--- src/rtl/mem_access_unit_if.sv ---
// Data-memory handshake bundle: the unit drives the request side (master),
// the memory answers with read data and a one-cycle ready (slave).
interface mem_access_unit_if;
  logic        mem_req;
  logic        mem_wr;
  logic [31:0] mem_addr;
  logic [3:0]  mem_wstrb;
  logic [31:0] mem_wdata;
  logic [31:0] mem_rdata;
  logic        mem_ready;

  modport master (
    output mem_req, mem_wr, mem_addr, mem_wstrb, mem_wdata,
    input  mem_rdata, mem_ready
  );

  modport slave (
    input  mem_req, mem_wr, mem_addr, mem_wstrb, mem_wdata,
    output mem_rdata, mem_ready
  );
endinterface

--- src/rtl/mem_access_unit.sv ---
// MEM-stage load/store unit: issues one req/ready access per instruction,
// stalls the pipeline while it is outstanding and aligns/extends load data.
//
// state  | meaning
// S_IDLE | no access in flight; an aligned memenM op is latched and issued
// S_WAIT | request held on the bus, counting cycles until ready or timeout
// S_DONE | result registered; pipeline released for one cycle
module mem_access_unit #(
  parameter int TIMEOUT = 255,
  parameter int CNT_W   = 8
) (
  input  logic                clk,
  input  logic                rst,
  input  logic                memenM,
  input  logic [2:0]          memopM,
  input  logic [31:0]         aluoutM,
  input  logic [31:0]         writedataM,
  output logic [31:0]         readdataM,
  output logic                stallM,
  output logic                adelM,
  output logic                adesM,
  output logic                buserrM,
  mem_access_unit_if.master   mem
);

  localparam logic [2:0] OP_LW  = 3'd0;
  localparam logic [2:0] OP_LH  = 3'd1;
  localparam logic [2:0] OP_LHU = 3'd2;
  localparam logic [2:0] OP_LB  = 3'd3;
  localparam logic [2:0] OP_LBU = 3'd4;
  localparam logic [2:0] OP_SW  = 3'd5;
  localparam logic [2:0] OP_SH  = 3'd6;
  localparam logic [2:0] OP_SB  = 3'd7;

  typedef enum logic [1:0] {S_IDLE, S_WAIT, S_DONE} state_t;

  state_t           state, stateNext;
  logic [CNT_W-1:0] waitCnt;
  logic [2:0]       opLat;
  logic [1:0]       offLat;

  logic        isStore, isHalf, isWord, misaligned, accept, timeoutHit;
  logic [3:0]  storeStrb;
  logic [31:0] storeData, loadExt;
  logic [7:0]  byteSel;
  logic [15:0] halfSel;

  assign isStore    = (memopM == OP_SW) || (memopM == OP_SH) || (memopM == OP_SB);
  assign isHalf     = (memopM == OP_LH) || (memopM == OP_LHU) || (memopM == OP_SH);
  assign isWord     = (memopM == OP_LW) || (memopM == OP_SW);
  assign misaligned = (isHalf && aluoutM[0]) || (isWord && (aluoutM[1:0] != 2'b00));
  assign accept     = (state == S_IDLE) && memenM && !misaligned;
  assign timeoutHit = (state == S_WAIT) && !mem.mem_ready &&
                      (waitCnt == CNT_W'(TIMEOUT - 1));

  always_comb begin
    storeStrb = 4'b0000;
    storeData = 32'h0;
    case (memopM)
      OP_SB: begin
        storeStrb = 4'b0001 << aluoutM[1:0];
        storeData = {4{writedataM[7:0]}};
      end
      OP_SH: begin
        storeStrb = 4'b0011 << aluoutM[1:0];
        storeData = {2{writedataM[15:0]}};
      end
      OP_SW: begin
        storeStrb = 4'b1111;
        storeData = writedataM;
      end
      default: ;
    endcase
  end

  // Lane selection uses the latched byte offset; mem_addr has it cleared.
  always_comb begin
    byteSel = mem.mem_rdata[7:0];
    case (offLat)
      2'd1:    byteSel = mem.mem_rdata[15:8];
      2'd2:    byteSel = mem.mem_rdata[23:16];
      2'd3:    byteSel = mem.mem_rdata[31:24];
      default: byteSel = mem.mem_rdata[7:0];
    endcase
    halfSel = offLat[1] ? mem.mem_rdata[31:16] : mem.mem_rdata[15:0];
    case (opLat)
      OP_LH:   loadExt = {{16{halfSel[15]}}, halfSel};
      OP_LHU:  loadExt = {16'h0, halfSel};
      OP_LB:   loadExt = {{24{byteSel[7]}}, byteSel};
      OP_LBU:  loadExt = {24'h0, byteSel};
      default: loadExt = mem.mem_rdata;
    endcase
  end

  always_ff @(posedge clk) begin
    if (rst) state <= S_IDLE;
    else     state <= stateNext;
  end

  always_comb begin
    stateNext = state;
    case (state)
      S_IDLE:  if (accept) stateNext = S_WAIT;
      S_WAIT:  if (mem.mem_ready || timeoutHit) stateNext = S_DONE;
      S_DONE:  stateNext = S_IDLE;
      default: stateNext = S_IDLE;
    endcase
  end

  always_comb begin
    stallM = 1'b0;
    adelM  = 1'b0;
    adesM  = 1'b0;
    if (!rst) begin
      stallM = accept || (state == S_WAIT);
      adelM  = (state == S_IDLE) && memenM && misaligned && !isStore;
      adesM  = (state == S_IDLE) && memenM && misaligned && isStore;
    end
  end

  always_ff @(posedge clk) begin
    if (rst) begin
      readdataM     <= 32'h0;
      buserrM       <= 1'b0;
      mem.mem_req   <= 1'b0;
      mem.mem_wr    <= 1'b0;
      mem.mem_addr  <= 32'h0;
      mem.mem_wstrb <= 4'b0000;
      mem.mem_wdata <= 32'h0;
      waitCnt       <= '0;
      opLat         <= 3'd0;
      offLat        <= 2'd0;
    end else begin
      buserrM <= 1'b0;
      case (state)
        S_IDLE: if (accept) begin
          mem.mem_req   <= 1'b1;
          mem.mem_wr    <= isStore;
          mem.mem_addr  <= {aluoutM[31:2], 2'b00};
          mem.mem_wstrb <= storeStrb;
          mem.mem_wdata <= storeData;
          opLat         <= memopM;
          offLat        <= aluoutM[1:0];
          waitCnt       <= '0;
        end
        S_WAIT: begin
          waitCnt <= waitCnt + CNT_W'(1);
          if (mem.mem_ready) begin
            mem.mem_req <= 1'b0;
            if (!mem.mem_wr) readdataM <= loadExt;
          end else if (timeoutHit) begin
            mem.mem_req <= 1'b0;
            buserrM     <= 1'b1;
            if (!mem.mem_wr) readdataM <= 32'h0;
          end
        end
        default: ;
      endcase
    end
  end

endmodule

--- src/flat_wrapper.sv ---
// flat-port wrapper written by rule: the top's interface ports become plain ports
module mem_access_unit_flat 
#(
  parameter int TIMEOUT = 255,
  parameter int CNT_W   = 8
)
  (clk, rst, memenM, memopM, aluoutM, writedataM, readdataM, stallM, adelM, adesM, buserrM, mem_mem_req, mem_mem_wr, mem_mem_addr, mem_mem_wstrb, mem_mem_wdata, mem_mem_rdata, mem_mem_ready);
  mem_access_unit_if mem_i ();
  input  logic clk;
  input  logic rst;
  input  logic memenM;
  input  logic [2:0] memopM;
  input  logic [31:0] aluoutM;
  input  logic [31:0] writedataM;
  output logic [31:0] readdataM;
  output logic stallM;
  output logic adelM;
  output logic adesM;
  output logic buserrM;
  output wire logic [$bits(mem_i.mem_req)-1:0] mem_mem_req;
  output wire logic [$bits(mem_i.mem_wr)-1:0] mem_mem_wr;
  output wire logic [$bits(mem_i.mem_addr)-1:0] mem_mem_addr;
  output wire logic [$bits(mem_i.mem_wstrb)-1:0] mem_mem_wstrb;
  output wire logic [$bits(mem_i.mem_wdata)-1:0] mem_mem_wdata;
  input wire logic [$bits(mem_i.mem_rdata)-1:0] mem_mem_rdata;
  input wire logic [$bits(mem_i.mem_ready)-1:0] mem_mem_ready;
  assign mem_mem_req = mem_i.mem_req;
  assign mem_mem_wr = mem_i.mem_wr;
  assign mem_mem_addr = mem_i.mem_addr;
  assign mem_mem_wstrb = mem_i.mem_wstrb;
  assign mem_mem_wdata = mem_i.mem_wdata;
  assign mem_i.mem_rdata = mem_mem_rdata;
  assign mem_i.mem_ready = mem_mem_ready;
  mem_access_unit #(.TIMEOUT(TIMEOUT), .CNT_W(CNT_W)) u_core (.clk(clk), .rst(rst), .memenM(memenM), .memopM(memopM), .aluoutM(aluoutM), .writedataM(writedataM), .readdataM(readdataM), .stallM(stallM), .adelM(adelM), .adesM(adesM), .buserrM(buserrM), .mem(mem_i));
endmodule
--- config.mk ---
export PLATFORM = sky130hd
export DESIGN_NAME = mem_access_unit_flat
export DESIGN_NICKNAME = d
export VERILOG_FILES = /design/src/rtl/mem_access_unit_if.sv /design/src/rtl/mem_access_unit.sv /design/src/flat_wrapper.sv
export SDC_FILE = /design/constraint.sdc
export NUM_CORES = 1
export LEC_CHECK = 0
export ABC_CLOCK_PERIOD_IN_PS = 1900
export CORE_ASPECT_RATIO = 0.9
export CORE_MARGIN = 4
export CORE_UTILIZATION = 42
export CTS_BUF_LIST = sky130_fd_sc_hd__clkbuf_8
export DETAILED_ROUTE_END_ITERATION = 6
export PLACE_DENSITY = 0.79
export SETUP_SLACK_MARGIN = 0.15
export SKIP_CTS_REPAIR_TIMING = 1
export SYNTH_ARGS = -nofsm -noshare
export SYNTH_HDL_FRONTEND = slang
export SYNTH_SLANG_ARGS = --single-unit
--- constraint.sdc ---
create_clock -name clk -period 1.9 [get_ports clk]
set_input_delay 0.38 -clock clk [delete_from_list [all_inputs] [get_ports clk]]
set_output_delay 0.38 -clock clk [all_outputs]
set_load 0.005 [all_outputs]
==> results of run 1 <==
[registers in the layout (all words and copies together) (netlist names)]
signal                flops
u_core.mem.mem_req        1
u_core.mem.mem_addr      30
u_core.opLat              3
u_core.buserrM            1
u_core.mem.mem_wdata     32
u_core.mem.mem_wr         1
u_core.offLat             2
u_core.mem.mem_wstrb      4
u_core.readdataM         32
u_core.waitCnt            8
u_core.state              2
[worst max-delay path by stage]
stage | startpoint | endpoint | slack [ns] | cells after the start
6_report | u_core.state[1] | adelM | -0.1 | 3
3_5_place_dp | memopM[1] | stallM | -0.63 | 6
5_1_grt | u_core.state[1] | adelM | -0.17 | 3
2_1_floorplan | rst | u_core.readdataM[16] | 0.02 | 6
3_3_place_gp | memopM[1] | stallM | -0.62 | 6
4_1_cts | memopM[1] | stallM | -0.64 | 6
[cells by family (layout without fill, tap and decap cells)]
logic type / count (synthesis) / in the layout
AO/OA/AOI/OAI: 271 / 271
XOR/XNOR: 2 / 2
adder cells (fa/ha/maj): 3 / 3
buffers and inverters: 88 / 329
flip-flops: 116 / 116
multiplexers: 28 / 28
other: 1 / 2
AND/OR/NAND/NOR: 173 / 173
[cell usage after synthesis, drive strengths merged, types with 3 or more instances]
master and n:
a21oi 82, a221oi 8, o2bb2ai 39, nor3b 3, o21ai 80, nand2b 7, a22oi 8, nand3 70
nand2 14, o21a 11, mux2i 19, inv 14, a211oi 4, o211ai 3, mux2 9, a311oi 4
nor2 24, dfxtp 116, o221ai 7, nand4 13, buf 15, a221o 9, nor2b 12, clkbuf 58
nor3 12
[cells in the final DEF, fill, tap and decap left out, types with 9 or more instances in the layout]
master / synthesis / layout
clkdlybuf4s50_1: 0 / 186
dfxtp_1: 116 / 102
a21oi_1: 82 / 80
o21ai_0: 77 / 77
nand3_1: 70 / 70
buf_4: 2 / 68
nor2_1: 24 / 23
o2bb2ai_1: 39 / 23
clkbuf_8: 0 / 20
mux2i_1: 19 / 19
inv_1: 14 / 17
dlymetal6s2s_1: 0 / 16
nand2_1: 14 / 13
nand4_1: 13 / 13
dfxtp_2: 0 / 13
nor2b_1: 12 / 12
nor3_1: 12 / 12
o21a_1: 11 / 11
o2bb2ai_2: 0 / 10
mux2_2: 9 / 9
[layout make-up]
class | instances | area share
Clock buffer | 20 | 0.0303
Inverter | 15 | 0.00620
Multi-Input combinational cell | 479 | 0.362
Clock inverter | 12 | 0.0178
Timing Repair Buffer | 282 | 0.302
Tap cell | 168 | 0.0232
Sequential cell | 116 | 0.258
[power by group through the flow]
stage	clock (mW)	sequential, mW	combinational, mW
final	2.55	2.61	1.40
after global routing	2.68	2.62	1.50
after CTS	2.58	2.60	1.31
after detailed placement	0	2.66	1.31
after global placement	0	2.65	1.29
after floorplan	0	2.65	0.581
[critical path: stages (launching register included)]
cell and delay (ns):
dfxtp_4 0.36, or3b_4 0.38, nor4_2 0.26, buf_2 0.17
[stage by stage]
step	setup slack (ns)	instance area (sq um)
5_1_grt	-0.174	9080
3_5_place_dp	-0.629	8280
6_report	-0.0993	9080
3_3_place_gp	-0.618	8280
4_1_cts	-0.641	8720
2_1_floorplan	0.0224	5710
[routing by layer]
metal	part of all wire	global-route usage	vias to the layer above	wire, microns
met3	0.092	0.0840	69	1890
li1	-	-	3019	-
met1	0.41	0.323	3050	8330
met2	0.47	0.360	315	9560
met4	0.035	0.110	2	725
met5	0.00044	0	-	9
==> flow_metrics.tcl, run 1 <==
set metrics [dict create \
    grt_max_degree 76 \
    grt_first_pass_wirelength_mm 30.5 \
    design_power_total_mw 6.56 \
    vias 6455 \
    multi_input_area_sq_um 3290 \
    core_sq_um 13300 \
    place_congestion 0.874 \
    synth_top_area_frac 0.408 \
    postSynth.asyncResetShare 0 \
    max_freq_ghz 0.500 \
    cts_root_buffer "clkbuf_8" \
    cts.path.max_buffers 2 \
    fin_crit_sh 1.05 \
    hold_end "u_core.buserrM" \
    r2r_start "u_core.mem.mem_wr" \
    grt_setup_unrepaired "yes" \
    final_layout_size_suffix_gt1_frac 0.182 \
    synth-adder-area-share 0.00616 \
    clkPwrFrac 0.389 \
    post_synth_num_cell_types 63 \
    synth_ff_type "dfxtp_1" \
    cp_data_required_time_ns 1.52 \
    power_frac_seq 0.398 \
    syn2layout_area_growth_pct 59.6 \
    drtIter0Drc 620 \
    r2r-end "u_core.readdataM[20]" \
    swShare 0.274 \
    synth-xor-area-share 0.00308 \
    num-fill-cells 1018 \
    drc 0 \
    setup_violations 3 \
    port-buffer-count 206 \
    ys_top_cells_by_area "dfxtp_1 41%, a21oi_1 7.2%, o21ai_0 6.8%" \
    synth_edf_count 0 \
    start_util 0.427 \
    seq_area_frac_synth 0.408 \
    synth_simple_gate_area_frac 0.161 \
    status "complete, but fails checks" \
    hpwl_mm 13.9 \
    cts_tree "yes" \
    postSynthAreaPerCell_sq_um 8.34 \
    clock-sinks 116 \
    r2r.worst_path.cells 5 \
    p_int_mw 4.76 \
    end_kind "primary output" \
    arrival_ns 1.62 \
    vdd_drop_max_mv 0.558 \
    fin_ws_ns -0.0993 \
    reg2reg_slack_ns 0.01 \
    hold_viol_final 0 \
    fin_worst_skew_ns 0.00783 \
    synth_top_cell_by_area "dfxtp_1" \
    die_w_microns 131 \
    min_from "mem_mem_ready" \
    hp-class "in2reg" \
    dr.pass1.iters 6 \
    cp_max_fo 4 \
    grt_usage 0.245 \
    start_kind "register" \
    slew-limit-headroom 0.540 \
    ant_nets 0 \
    crit_type "reg2out" \
    overflow 0 \
    synth_cells 682 \
    ios 209 \
    fin_setup_tns_ns -0.169 \
    dp_cells 1055 \
    rows 40 \
    synth_top_family_by_area "compound AO/OA/AOI/OAI gates" \
    hold_slack_ns 0.290 \
    antenna_found_initial 1 \
    power.leakage_nw 3.42 \
    violations "negative setup slack" \
    path_clk_slew_ns 0.07 \
    cap_violations 0 \
    clk_latency_ns 0.45 \
    avgViaCountPerCell 5.91 \
    worst_pin_slew_ns 0.691 \
    ys_warn_count 0 \
    die_area_sq_um 15500 \
    final_util 0.682 \
    numCtsBuffers 17 \
    layout.cells.non_filler 1092 \
    comb_power_share 0.213 \
    first_global_vias 5897 \
    routed_wl_mm 20.5 \
    synthesis.area_sq_um 5690 \
    final_nets 1016 \
    ys_ff_latch 116 \
    detail_route.wl_per_cell_microns 18.8 \
    p_per_area_nw_per_um2 723 \
    slew_violations 0 \
    cts-htree-levels 4 \
    synth-compound-area-share 0.307 \
    synthMuxAreaShare 0.0513 \
    switching_power_mw 1.80 \
    n_antenna_cell 0 \
    whs_path_depth 3 \
    regArea_sq_um 2340 \
    fin_crit_ns 2.00 \
    die_h_microns 118 \
]
Power figures use the tool's default switching activity.
==> inputs of run 2 (changes only) <==
--- a/config.mk
+++ b/config.mk
@@ -12,8 +12,10 @@
 export CTS_BUF_LIST = sky130_fd_sc_hd__clkbuf_8
 export DETAILED_ROUTE_END_ITERATION = 6
 export PLACE_DENSITY = 0.79
-export SETUP_SLACK_MARGIN = 0.15
+export SETUP_SLACK_MARGIN = 0.2
 export SKIP_CTS_REPAIR_TIMING = 1
+export SLEW_MARGIN = 40
 export SYNTH_ARGS = -nofsm -noshare
 export SYNTH_HDL_FRONTEND = slang
 export SYNTH_SLANG_ARGS = --single-unit
+export TNS_END_PERCENT = 50
==> run 2 against run 1 <==
Effect of this change:
- the flow still finishes with violations (negative setup slack)
- non-clock buffer count down 1
- sequential share of layout area decreased by 0.69 points
- combinational power barely moved
- core utilization increased by 2.5 points
- largest cell class unchanged
- register-to-register slack about the same
==> flow_metrics.tcl, run 2 (synthesized netlist as in run 1, its figures left out) <==
set metrics [dict create \
    slowest_delay_ns 0.40 \
    max_freq_ghz 0.504 \
    violations "negative setup slack" \
    start_kind "register" \
    routed_wl_mm 20.7 \
    detail_route.wl_per_cell_microns 18.9 \
    rows 40 \
    clk_latency_ns 0.44 \
    cp_slowest_cell "or3b_4" \
    start_util 0.427 \
    design_area_sq_um 9410 \
    cap_violations 0 \
    layout_commonest_cell "clkdlybuf4s50_1" \
    vias 6439 \
    port-buffer-count 206 \
    path_clk_slew_ns 0.07 \
    final_util 0.707 \
    drtIter0Drc 468 \
    place_congestion 0.904 \
    cp_max_fo 2 \
    die_w_microns 131 \
    final_layout_size_suffix_gt1_frac 0.218 \
    syn2layout_area_growth_pct 65.5 \
    cts.path.max_buffers 2 \
    hpwl_mm 13.8 \
    fin_worst_skew_ns 0.0112 \
    core_sq_um 13300 \
    final_cell_mix "115 x clkdlybuf4s50_1, 87 x dlymetal6s2s_1, 85 x dfxtp_1" \
    num-fill-cells 1002 \
    slew-limit-headroom 0.541 \
    dr.pass1.iters 7 \
    die_area_sq_um 15500 \
    slew_violations 0 \
    first_global_vias 5898 \
    fin_ws_ns -0.0843 \
    path_cells "or3b_4 -> nor4_2 -> buf_2" \
    die_h_microns 118 \
    grt_usage 0.247 \
    end_kind "primary output" \
    setup_violations 3 \
    largest_registers "u_core.mem.mem_wdata x32, u_core.readdataM x32, u_core.mem.mem_addr x30" \
    arrival_ns 1.60 \
    fin_crit_ns 1.98 \
    worst_pin_slew_ns 0.688 \
    power.leakage_nw 4.71 \
    drc 0 \
    placed_area_sq_um 8280 \
    grt_max_degree 76 \
    p_per_area_nw_per_um2 716 \
    status "complete, but fails checks" \
    ant_nets 0 \
    cts_tree "yes" \
    ios 209 \
    hp-class "in2reg" \
    grt_first_pass_wirelength_mm 30.6 \
    hold_slack_ns 0.266 \
    fin_crit_sh 1.04 \
    hold_viol_final 0 \
    numCtsBuffers 17 \
    crit_type "reg2out" \
    grt_setup_unrepaired "yes" \
    final_nets 1015 \
    overflow 0 \
    cts_root_buffer "clkbuf_8" \
    vdd_drop_max_mv 0.569 \
    antenna_found_initial 3 \
    cp_data_required_time_ns 1.52 \
    avgViaCountPerCell 5.89 \
    clock-sinks 116 \
    cts-htree-levels 4 \
]
run 2: cell type report:
cell class	count	area [sq um]	share of cell area
clock buffer	20	275	0.0293
timing repair buffer	281	2960	0.314
inverter	15	56.3	0.00598
multi-input combinational	479	3340	0.355
clock inverter	12	201	0.0214
antenna	2	5.00	0.000532
sequential	116	2360	0.251
tap	168	210	0.0223
run 2: metrics by stage:
step	setup WS [ns]	std cells	power, mW	setup TNS [ns]
2_1_floorplan	0.0224	683	3.23	0
3_3_place_gp	-0.629	1054	3.95	-39.38
3_5_place_dp	-0.681	1054	3.97	-43.24
4_1_cts	-0.709	1086	6.68	-2.08
5_1_grt	-0.156	1093	7.01	-0.497
6_report	-0.0843	1093	6.74	-0.159
run 2: worst paths after layout:
check	start	end	slack, ns	cells after the start
max	u_core.state[1]	adelM	-0.08	3
min	mem_mem_ready	u_core.buserrM	0.27	3
max reg2reg	u_core.mem.mem_wr	u_core.readdataM[16]	0.02	5
min reg2reg	u_core.readdataM[11]	u_core.readdataM[11]	0.45	1
run 2: worst max-delay path: cells and delay by family (launching register included):
kind                   cells  cell delay (ns)
DFF                        1             0.32
buffers and inverters      1             0.17
and+or+nand+nor            2             0.68
run 2: routing by layer:
layer  global-route usage  part of all wire  vias to the layer above
li1                     -                 -                     3013
met1                0.323              0.42                     3074
met2                0.368              0.47                      313
met3                0.101             0.090                       37
met4               0.0848             0.022                        2
met5                    0           0.00063                        -
run 2: where the power goes:
group / internal, mW / leakage (nW) / switching, mW
Clock: 1.66 / 0.223 / 1.05
Sequential: 2.54 / 0.957 / 0.0686
Combinational: 0.706 / 3.52 / 0.703
Total: 4.91 / 4.71 / 1.83
